`src/rtl/uart_tx_fifo.sv`:
```
// UART transmitter fed by an internal word FIFO, with per-frame parity and 1/2 stop bits.
// Words are serialised LSB first, back-to-back while the FIFO holds data; tx is registered.
module uart_tx_fifo #(
  parameter int CLK_FREQ   = 100_000_000,
  parameter int BAUD_RATE  = 115200,
  parameter int DW         = 8,
  parameter int FIFO_DEPTH = 4
) (
  input  logic                            clk_i,
  input  logic                            rst_n_i,
  input  logic                            tx_valid_i,
  input  logic [DW-1:0]                   tx_data_i,
  output logic                            tx_ready_o,
  input  logic [1:0]                      parity_mode_i,
  input  logic                            stop2_i,
  output logic                            tx,
  output logic                            tx_busy,
  output logic                            tx_done_o,
  output logic [$clog2(FIFO_DEPTH+1)-1:0] fifo_count_o
);
  localparam int BIT    = CLK_FREQ / BAUD_RATE;
  localparam int CNT_W  = (BIT < 2) ? 1 : $clog2(BIT);
  localparam int PTR_W  = $clog2(FIFO_DEPTH);
  localparam int FCNT_W = $clog2(FIFO_DEPTH + 1);
  localparam int IDX_W  = $clog2(DW);
  localparam logic [CNT_W-1:0]  BIT_LAST = CNT_W'(BIT - 1);
  localparam logic [IDX_W-1:0]  DW_LAST  = IDX_W'(DW - 1);
  localparam logic [FCNT_W-1:0] DEPTH    = FCNT_W'(FIFO_DEPTH);

  if (BIT < 2) begin : g_bit_check
    $error("uart_tx_fifo: CLK_FREQ/BAUD_RATE must be at least 2");
  end
  if (DW < 5 || DW > 9) begin : g_dw_check
    $error("uart_tx_fifo: DW must be within 5..9");
  end
  if (FIFO_DEPTH < 2 || (FIFO_DEPTH & (FIFO_DEPTH - 1)) != 0) begin : g_depth_check
    $error("uart_tx_fifo: FIFO_DEPTH must be a power of two, at least 2");
  end

  typedef enum logic [2:0] {S_IDLE, S_START, S_DATA, S_PARITY, S_STOP} state_t;

  // FIFO
  logic [DW-1:0]     mem [FIFO_DEPTH];
  logic [PTR_W-1:0]  wr_ptr, rd_ptr;
  logic [FCNT_W-1:0] count;
  logic              push, pop;
  logic [DW-1:0]     head;

  assign tx_ready_o   = (count < DEPTH);
  assign fifo_count_o = count;
  assign push         = tx_valid_i && tx_ready_o;
  assign head         = mem[rd_ptr];

  // NOTE: storage carries no reset; the count gates every read, so stale entries are never seen.
  always_ff @(posedge clk_i) begin
    if (push) mem[wr_ptr] <= tx_data_i;
  end

  // NOTE: sequential state uses non-blocking assignments so every flop samples pre-edge values.
  always_ff @(posedge clk_i or negedge rst_n_i) begin
    if (!rst_n_i) begin
      wr_ptr <= '0;
      rd_ptr <= '0;
      count  <= '0;
    end else begin
      if (push) wr_ptr <= wr_ptr + 1'b1;
      if (pop)  rd_ptr <= rd_ptr + 1'b1;
      case ({push, pop})
        2'b10:   count <= count + 1'b1;
        2'b01:   count <= count - 1'b1;
        default: count <= count;
      endcase
    end
  end

  // Transmit FSM
  state_t            state_q, state_d;
  logic [DW-1:0]     shift_q, shift_d;
  logic [CNT_W-1:0]  cnt_q, cnt_d;
  logic [IDX_W-1:0]  bit_q, bit_d;
  logic              stop_q, stop_d;
  logic              par_en_q, par_en_d;
  logic              par_q, par_d;
  logic              stop2_q, stop2_d;
  logic              tx_d, done_d;
  logic              bit_end;

  assign bit_end = (cnt_q == BIT_LAST);
  assign tx_busy = (state_q != S_IDLE);

  always_comb begin
    // NOTE: every signal gets a default first so no branch can infer a latch.
    state_d  = state_q;
    shift_d  = shift_q;
    cnt_d    = bit_end ? '0 : cnt_q + 1'b1;
    bit_d    = bit_q;
    stop_d   = stop_q;
    par_en_d = par_en_q;
    par_d    = par_q;
    stop2_d  = stop2_q;
    done_d   = 1'b0;
    pop      = 1'b0;

    case (state_q)
      S_IDLE: begin
        cnt_d = '0;
        if (count != '0) pop = 1'b1;
      end
      S_START: begin
        if (bit_end) begin
          state_d = S_DATA;
          bit_d   = '0;
        end
      end
      S_DATA: begin
        if (bit_end) begin
          shift_d = {1'b1, shift_q[DW-1:1]};
          if (bit_q == DW_LAST) begin
            state_d = par_en_q ? S_PARITY : S_STOP;
            stop_d  = 1'b0;
          end else begin
            bit_d = bit_q + 1'b1;
          end
        end
      end
      S_PARITY: begin
        if (bit_end) begin
          state_d = S_STOP;
          stop_d  = 1'b0;
        end
      end
      S_STOP: begin
        if (bit_end) begin
          if (stop2_q && !stop_q) begin
            stop_d = 1'b1;
          end else begin
            done_d = 1'b1;
            if (count != '0) pop = 1'b1;
            else             state_d = S_IDLE;
          end
        end
      end
      default: begin
        state_d = S_IDLE;
        cnt_d   = '0;
      end
    endcase

    // A pop loads the next frame and freezes its configuration until the following pop.
    if (pop) begin
      state_d  = S_START;
      shift_d  = head;
      cnt_d    = '0;
      par_en_d = (parity_mode_i == 2'b01) || (parity_mode_i == 2'b10);
      par_d    = (^head) ^ (parity_mode_i == 2'b10);
      stop2_d  = stop2_i;
    end

    case (state_d)
      S_START:  tx_d = 1'b0;
      S_DATA:   tx_d = shift_d[0];
      S_PARITY: tx_d = par_d;
      default:  tx_d = 1'b1;
    endcase
  end

  always_ff @(posedge clk_i or negedge rst_n_i) begin
    if (!rst_n_i) begin
      state_q   <= S_IDLE;
      shift_q   <= '1;
      cnt_q     <= '0;
      bit_q     <= '0;
      stop_q    <= 1'b0;
      par_en_q  <= 1'b0;
      par_q     <= 1'b0;
      stop2_q   <= 1'b0;
      tx        <= 1'b1;
      tx_done_o <= 1'b0;
    end else begin
      state_q   <= state_d;
      shift_q   <= shift_d;
      cnt_q     <= cnt_d;
      bit_q     <= bit_d;
      stop_q    <= stop_d;
      par_en_q  <= par_en_d;
      par_q     <= par_d;
      stop2_q   <= stop2_d;
      tx        <= tx_d;
      tx_done_o <= done_d;
    end
  end

endmodule

```
`config.mk`:
```
export PLATFORM = sky130hd
export DESIGN_NAME = uart_tx_fifo
export DESIGN_NICKNAME = d
export VERILOG_FILES = /design/src/rtl/uart_tx_fifo.sv
export SDC_FILE = /design/constraint.sdc
export NUM_CORES = 1
export LEC_CHECK = 0
export BUFFER_PORTS_ARGS = -buffer_cell sky130_fd_sc_hd__buf_2
export CAP_MARGIN = 20
export CORE_MARGIN = 10
export CORE_UTILIZATION = 30
export CTS_CLUSTER_SIZE = 10
export DETAILED_ROUTE_END_ITERATION = 10
export GPL_TIMING_DRIVEN = 0
export PLACE_DENSITY = 0.55
export SLEW_MARGIN = 20
export SYNTH_ARGS = -nofsm -noshare
export SYNTH_HDL_FRONTEND = slang
export SYNTH_SLANG_ARGS = --single-unit
```
`constraint.sdc`:
```
create_clock -name clk_i -period 7.9 [get_ports clk_i]
set_clock_uncertainty 0.1 [all_clocks]
set_input_delay 0.395 -clock clk_i [delete_from_list [all_inputs] [get_ports clk_i]]
set_output_delay 0.395 -clock clk_i [all_outputs]
set_load 0.01 [all_outputs]
```
==> flow_results.xml <==
<?xml version="1.0" encoding="UTF-8"?>
<metrics>
  <group name="critical_path">
    <metric name="crit_required" unit="ns">8.07</metric>
    <metric name="critical_path_peak_fanout" unit="">10</metric>
    <metric name="worst_r2r_endpoint" unit="">fifo_count_o[2]$_DFFE_PN0P_</metric>
    <metric name="setup.worst_path.start" unit="">cnt_q[0]$_DFF_PN0_</metric>
    <metric name="setup.worst_path.end" unit="">fifo_count_o[2]$_DFFE_PN0P_</metric>
    <metric name="timing.reg2reg.setup_slack" unit="ns">4.76</metric>
    <metric name="worst_setup_path_end_kind" unit="">flip-flop</metric>
    <metric name="start_kind" unit="">flip-flop</metric>
    <metric name="timing_worst_setup_path_type" unit="">flip-flop to flip-flop</metric>
    <metric name="rr_worst_depth" unit="">12</metric>
    <metric name="worstPathArrival" unit="ns">3.31</metric>
    <metric name="critical_r2r_launch" unit="">cnt_q[0]$_DFF_PN0_</metric>
  </group>
  <group name="pwr">
    <metric name="power.share.sequential" unit="%">46.7</metric>
    <metric name="post-layout-total-power" unit="mW">1.12</metric>
    <metric name="clockPowerShare" unit="%">21.9</metric>
    <metric name="power_frac_comb" unit="%">31.4</metric>
    <metric name="intPower" unit="uW">763</metric>
    <metric name="p_sw_share" unit="%">31.9</metric>
    <metric name="pwr_density_cell" unit="mW/mm^2">315</metric>
    <metric name="vdd_drop_max" unit="V">0.000135</metric>
    <metric name="p_sw" unit="uW">358</metric>
    <metric name="power_leakage" unit="nW">1.46</metric>
  </group>
  <group name="clocking">
    <metric name="post_cts_resize_count" unit="">0</metric>
    <metric name="insertion_delay" unit="ns">0.35</metric>
    <metric name="clkTransAtPathRegs" unit="ns">0.08</metric>
    <metric name="ctsHoldBuffers" unit="">0</metric>
    <metric name="ctsRootBufferMaster" unit="">sky130_fd_sc_hd__clkbuf_8</metric>
    <metric name="tritoncts.num_buffers" unit="">9</metric>
    <metric name="cts_max_path_buffers" unit="">2</metric>
    <metric name="post_cts.repair.setup_buffers" unit="">0</metric>
    <metric name="cts_htree_levels" unit="">3</metric>
    <metric name="num_clock_sinks" unit="">69</metric>
    <metric name="tritoncts_clock_tree" unit="">done</metric>
  </group>
  <group name="timing">
    <metric name="max_slew_violation_count" unit="">0</metric>
    <metric name="period_share" unit="%">39.8</metric>
    <metric name="fmax" unit="GHz">0.318</metric>
    <metric name="final-setup-viol-count" unit="">0</metric>
    <metric name="rsz0062_at_grt" unit="">no</metric>
    <metric name="max_slew.worst_pin.slew" unit="ns">0.849</metric>
    <metric name="post-route-min-period" unit="ns">3.14</metric>
    <metric name="tns" unit="ns">0</metric>
    <metric name="timing.final.hold_violations" unit="">0</metric>
    <metric name="timing.slew.headroom" unit="%">43.4</metric>
  </group>
  <group name="global_route">
    <metric name="first_global_vias" unit="">1845</metric>
    <metric name="grt_remaining_overflow" unit="">0</metric>
    <metric name="track_usage" unit="%">8.15</metric>
    <metric name="antenna_found_initial" unit="">0</metric>
    <metric name="grt_pass1_wl" unit="microns">9470</metric>
    <metric name="pin_count_of_the_biggest_net_entering_global_routing" unit="">38</metric>
  </group>
  <group name="route">
    <metric name="route.detailed.drc" unit="">0</metric>
    <metric name="routed-via-count" unit="">1815</metric>
    <metric name="detailedRoute.firstPassIterationCount" unit="">4</metric>
    <metric name="detailed_route_wire_length_per_cell" unit="microns">13.9</metric>
    <metric name="postRouteAntennaNets" unit="">0</metric>
    <metric name="route.detailed.vias_per_inst" unit="">4.50</metric>
    <metric name="dr.first_iter.drc_count" unit="">63</metric>
    <metric name="routed_wirelength" unit="microns">5610</metric>
  </group>
  <group name="outcome">
    <metric name="run_status" unit="">finished clean</metric>
  </group>
  <group name="synth">
    <metric name="yosys_warnings" unit="">0</metric>
    <metric name="synth_area_leaders" unit="">sky130_fd_sc_hd__edfxtp_1, sky130_fd_sc_hd__dfrtp_1, sky130_fd_sc_hd__dfstp_2</metric>
    <metric name="syn_avg_cell_area" unit="sq um">13.5</metric>
    <metric name="post_synth_edffs" unit="">32</metric>
    <metric name="synth_flop_cell" unit="">sky130_fd_sc_hd__edfxtp_1</metric>
    <metric name="post-synth-top-area-fraction" unit="%">30.7</metric>
    <metric name="syn-num-nets" unit="">255</metric>
    <metric name="postSynth.asyncResetShare" unit="%">53.6</metric>
    <metric name="postSynthCellCount" unit="">231</metric>
    <metric name="synth_seq_cells" unit="">69</metric>
    <metric name="proportion_of_synthesized_chip_area_in_sequential_cells" unit="%">60.7</metric>
    <metric name="synth_area_leader_cell" unit="">sky130_fd_sc_hd__edfxtp_1</metric>
    <metric name="syn-cell-area" unit="sq mm">0.00313</metric>
    <metric name="post_synth_num_cell_types" unit="">42</metric>
  </group>
  <group name="floorplanning">
    <metric name="area_enclosed_by_the_die_boundary" unit="sq mm">0.0149</metric>
    <metric name="die_width" unit="microns">122</metric>
    <metric name="io_pins" unit="">21</metric>
    <metric name="initial_core_util" unit="%">30.6</metric>
    <metric name="std_cell_rows" unit="">37</metric>
    <metric name="die_height" unit="microns">122</metric>
    <metric name="coreArea" unit="sq mm">0.0102</metric>
  </group>
  <group name="finish">
    <metric name="finalCoreUtilization" unit="%">34.9</metric>
    <metric name="number_of_nets_in_the_final_layout" unit="">286</metric>
    <metric name="ratio_of_cells_with_drive_above_1_in_the_final_layout" unit="%">21.7</metric>
    <metric name="layout.cells.most_common_list" unit="">sky130_fd_sc_hd__edfxtp_1, sky130_fd_sc_hd__dfrtp_1, sky130_fd_sc_hd__buf_2</metric>
    <metric name="layout.cells.most_common" unit="">sky130_fd_sc_hd__edfxtp_1</metric>
    <metric name="antenna_cells_inserted" unit="">0</metric>
    <metric name="areaGrowthSynthToFinish" unit="%">14.0</metric>
    <metric name="final_cell_count_no_fill" unit="">403</metric>
  </group>
  <group name="placement">
    <metric name="detailedPlacementHpwl" unit="microns">3840</metric>
    <metric name="dpl.cell_count" unit="">387</metric>
    <metric name="gp_congestion" unit="">0.738</metric>
    <metric name="buffer_ports.inserted" unit="">20</metric>
  </group>
  <group name="run">
    <metric name="cap_violations" unit="">0</metric>
  </group>
  <group name="hold_path">
    <metric name="min_delay_worst_type" unit="">input port to async pin</metric>
  </group>
</metrics>
==> stage by stage <==
| step | setup slack [ns] | instance area, sq um | hold WS [ns] |
|---|---|---|---|
| final | 4.76 | 3570 | 0.0462 |
| after global routing | 4.46 | 3570 | 0.110 |
| after CTS | 4.72 | 3570 | 0.0701 |
| after detailed placement | 4.75 | 3400 | 0.352 |
| after global placement | 4.73 | 3400 | 0.348 |
| after floorplan | 5.17 | 3130 | -0.000591 |
==> synth_stat cells, drive strengths merged, types with 4 or more instances <==
| cell | number |
|---|---|
| edfxtp | 32 |
| xor2 | 9 |
| nand2 | 19 |
| nand3 | 5 |
| clkbuf | 6 |
| dfrtp | 28 |
| ha | 9 |
| mux2 | 4 |
| and3 | 4 |
| mux4 | 8 |
| xnor2 | 14 |
| o21ai | 5 |
| dfstp | 9 |
| a22oi | 6 |
| a21oi | 6 |
| and2 | 5 |
| o31ai | 4 |
| a22o | 5 |
| nor2 | 16 |
| inv | 13 |
==> sequential cells by signal, indices dropped and copies added, names as in the netlist, 2 cells and up <==
| register | count |
|---|---|
| cnt_q | 10 |
| bit_q | 3 |
| state_q | 3 |
| shift_q | 8 |
| fifo_count_o | 3 |
| wr_ptr | 2 |
| rd_ptr | 2 |
| mem | 32 |
==> cell families (layout without fill, tap and decap cells) <==
group,count (synthesis),count (layout),synth area share [%]
adder cells (fa/ha/maj),10,10,4.24
AO/OA/AOI/OAI,29,29,6.40
XOR/XNOR,23,23,6.68
flip-flops,69,69,60.7
AND/OR/NAND/NOR,65,65,10.7
multiplexers,13,13,8.36
buffers and inverters,22,58,3.00
==> area by class of cell <==
type                       count  area, sq um
clock buffer                   9          124
buffer                         9         45.0
timing repair buffer          20          100
clock inverter                 7         42.5
fill                        1023         6670
tap                          136          170
multi-input combinational    140         1140
sequential                    69         1900
inverter                      13         48.8
==> power groups by stage <==
stage	Combinational (mW)	Clock, mW	Sequential (mW)
after floorplan	0.281	0	0.523
after global placement	0.356	0	0.530
after detailed placement	0.360	0	0.532
after CTS	0.361	0.256	0.525
after global routing	0.399	0.271	0.535
final	0.352	0.246	0.524
==> critical path, cell delays in order, from the launching register on <==
cell and delay [ns]:
sky130_fd_sc_hd__dfrtp_1 0.38, sky130_fd_sc_hd__ha_1 0.27, sky130_fd_sc_hd__nor3b_1 0.30, sky130_fd_sc_hd__o2111ai_1 0.23
sky130_fd_sc_hd__a21oi_1 0.22, sky130_fd_sc_hd__buf_2 0.25, sky130_fd_sc_hd__buf_2 0.27, sky130_fd_sc_hd__ha_1 0.22
sky130_fd_sc_hd__inv_1 0.06, sky130_fd_sc_hd__fa_1 0.37, sky130_fd_sc_hd__xor2_1 0.15, sky130_fd_sc_hd__nor2_1 0.11
sky130_fd_sc_hd__xnor2_1 0.12
==> routing by layer <==
layer  up-vias  GRT usage (%)  part of all wire [%]
met1       896           10.2                    49
met2        22           12.2                    45
li1        890              -                     -
met3         7           3.42                   4.4
met4         0           3.09                   1.4
met5         -              0                     0
==> how the worst min path moves through the flow <==
stage | startpoint | end | slack (ns)
after floorplan | rst_n_i | bit_q[0]$_DFFE_PN0P_ | -0.0006
after global placement | shift_q[6]$_DFFE_PN1P_ | shift_q[6]$_DFFE_PN1P_ | 0.35
after detailed placement | shift_q[1]$_DFFE_PN1P_ | shift_q[1]$_DFFE_PN1P_ | 0.35
after CTS | rst_n_i | cnt_q[6]$_DFF_PN0_ | 0.07
after global routing | rst_n_i | cnt_q[6]$_DFF_PN0_ | 0.11
final | rst_n_i | cnt_q[6]$_DFF_PN0_ | 0.05
No activity file was read; power rests on OpenSTA's default activity.
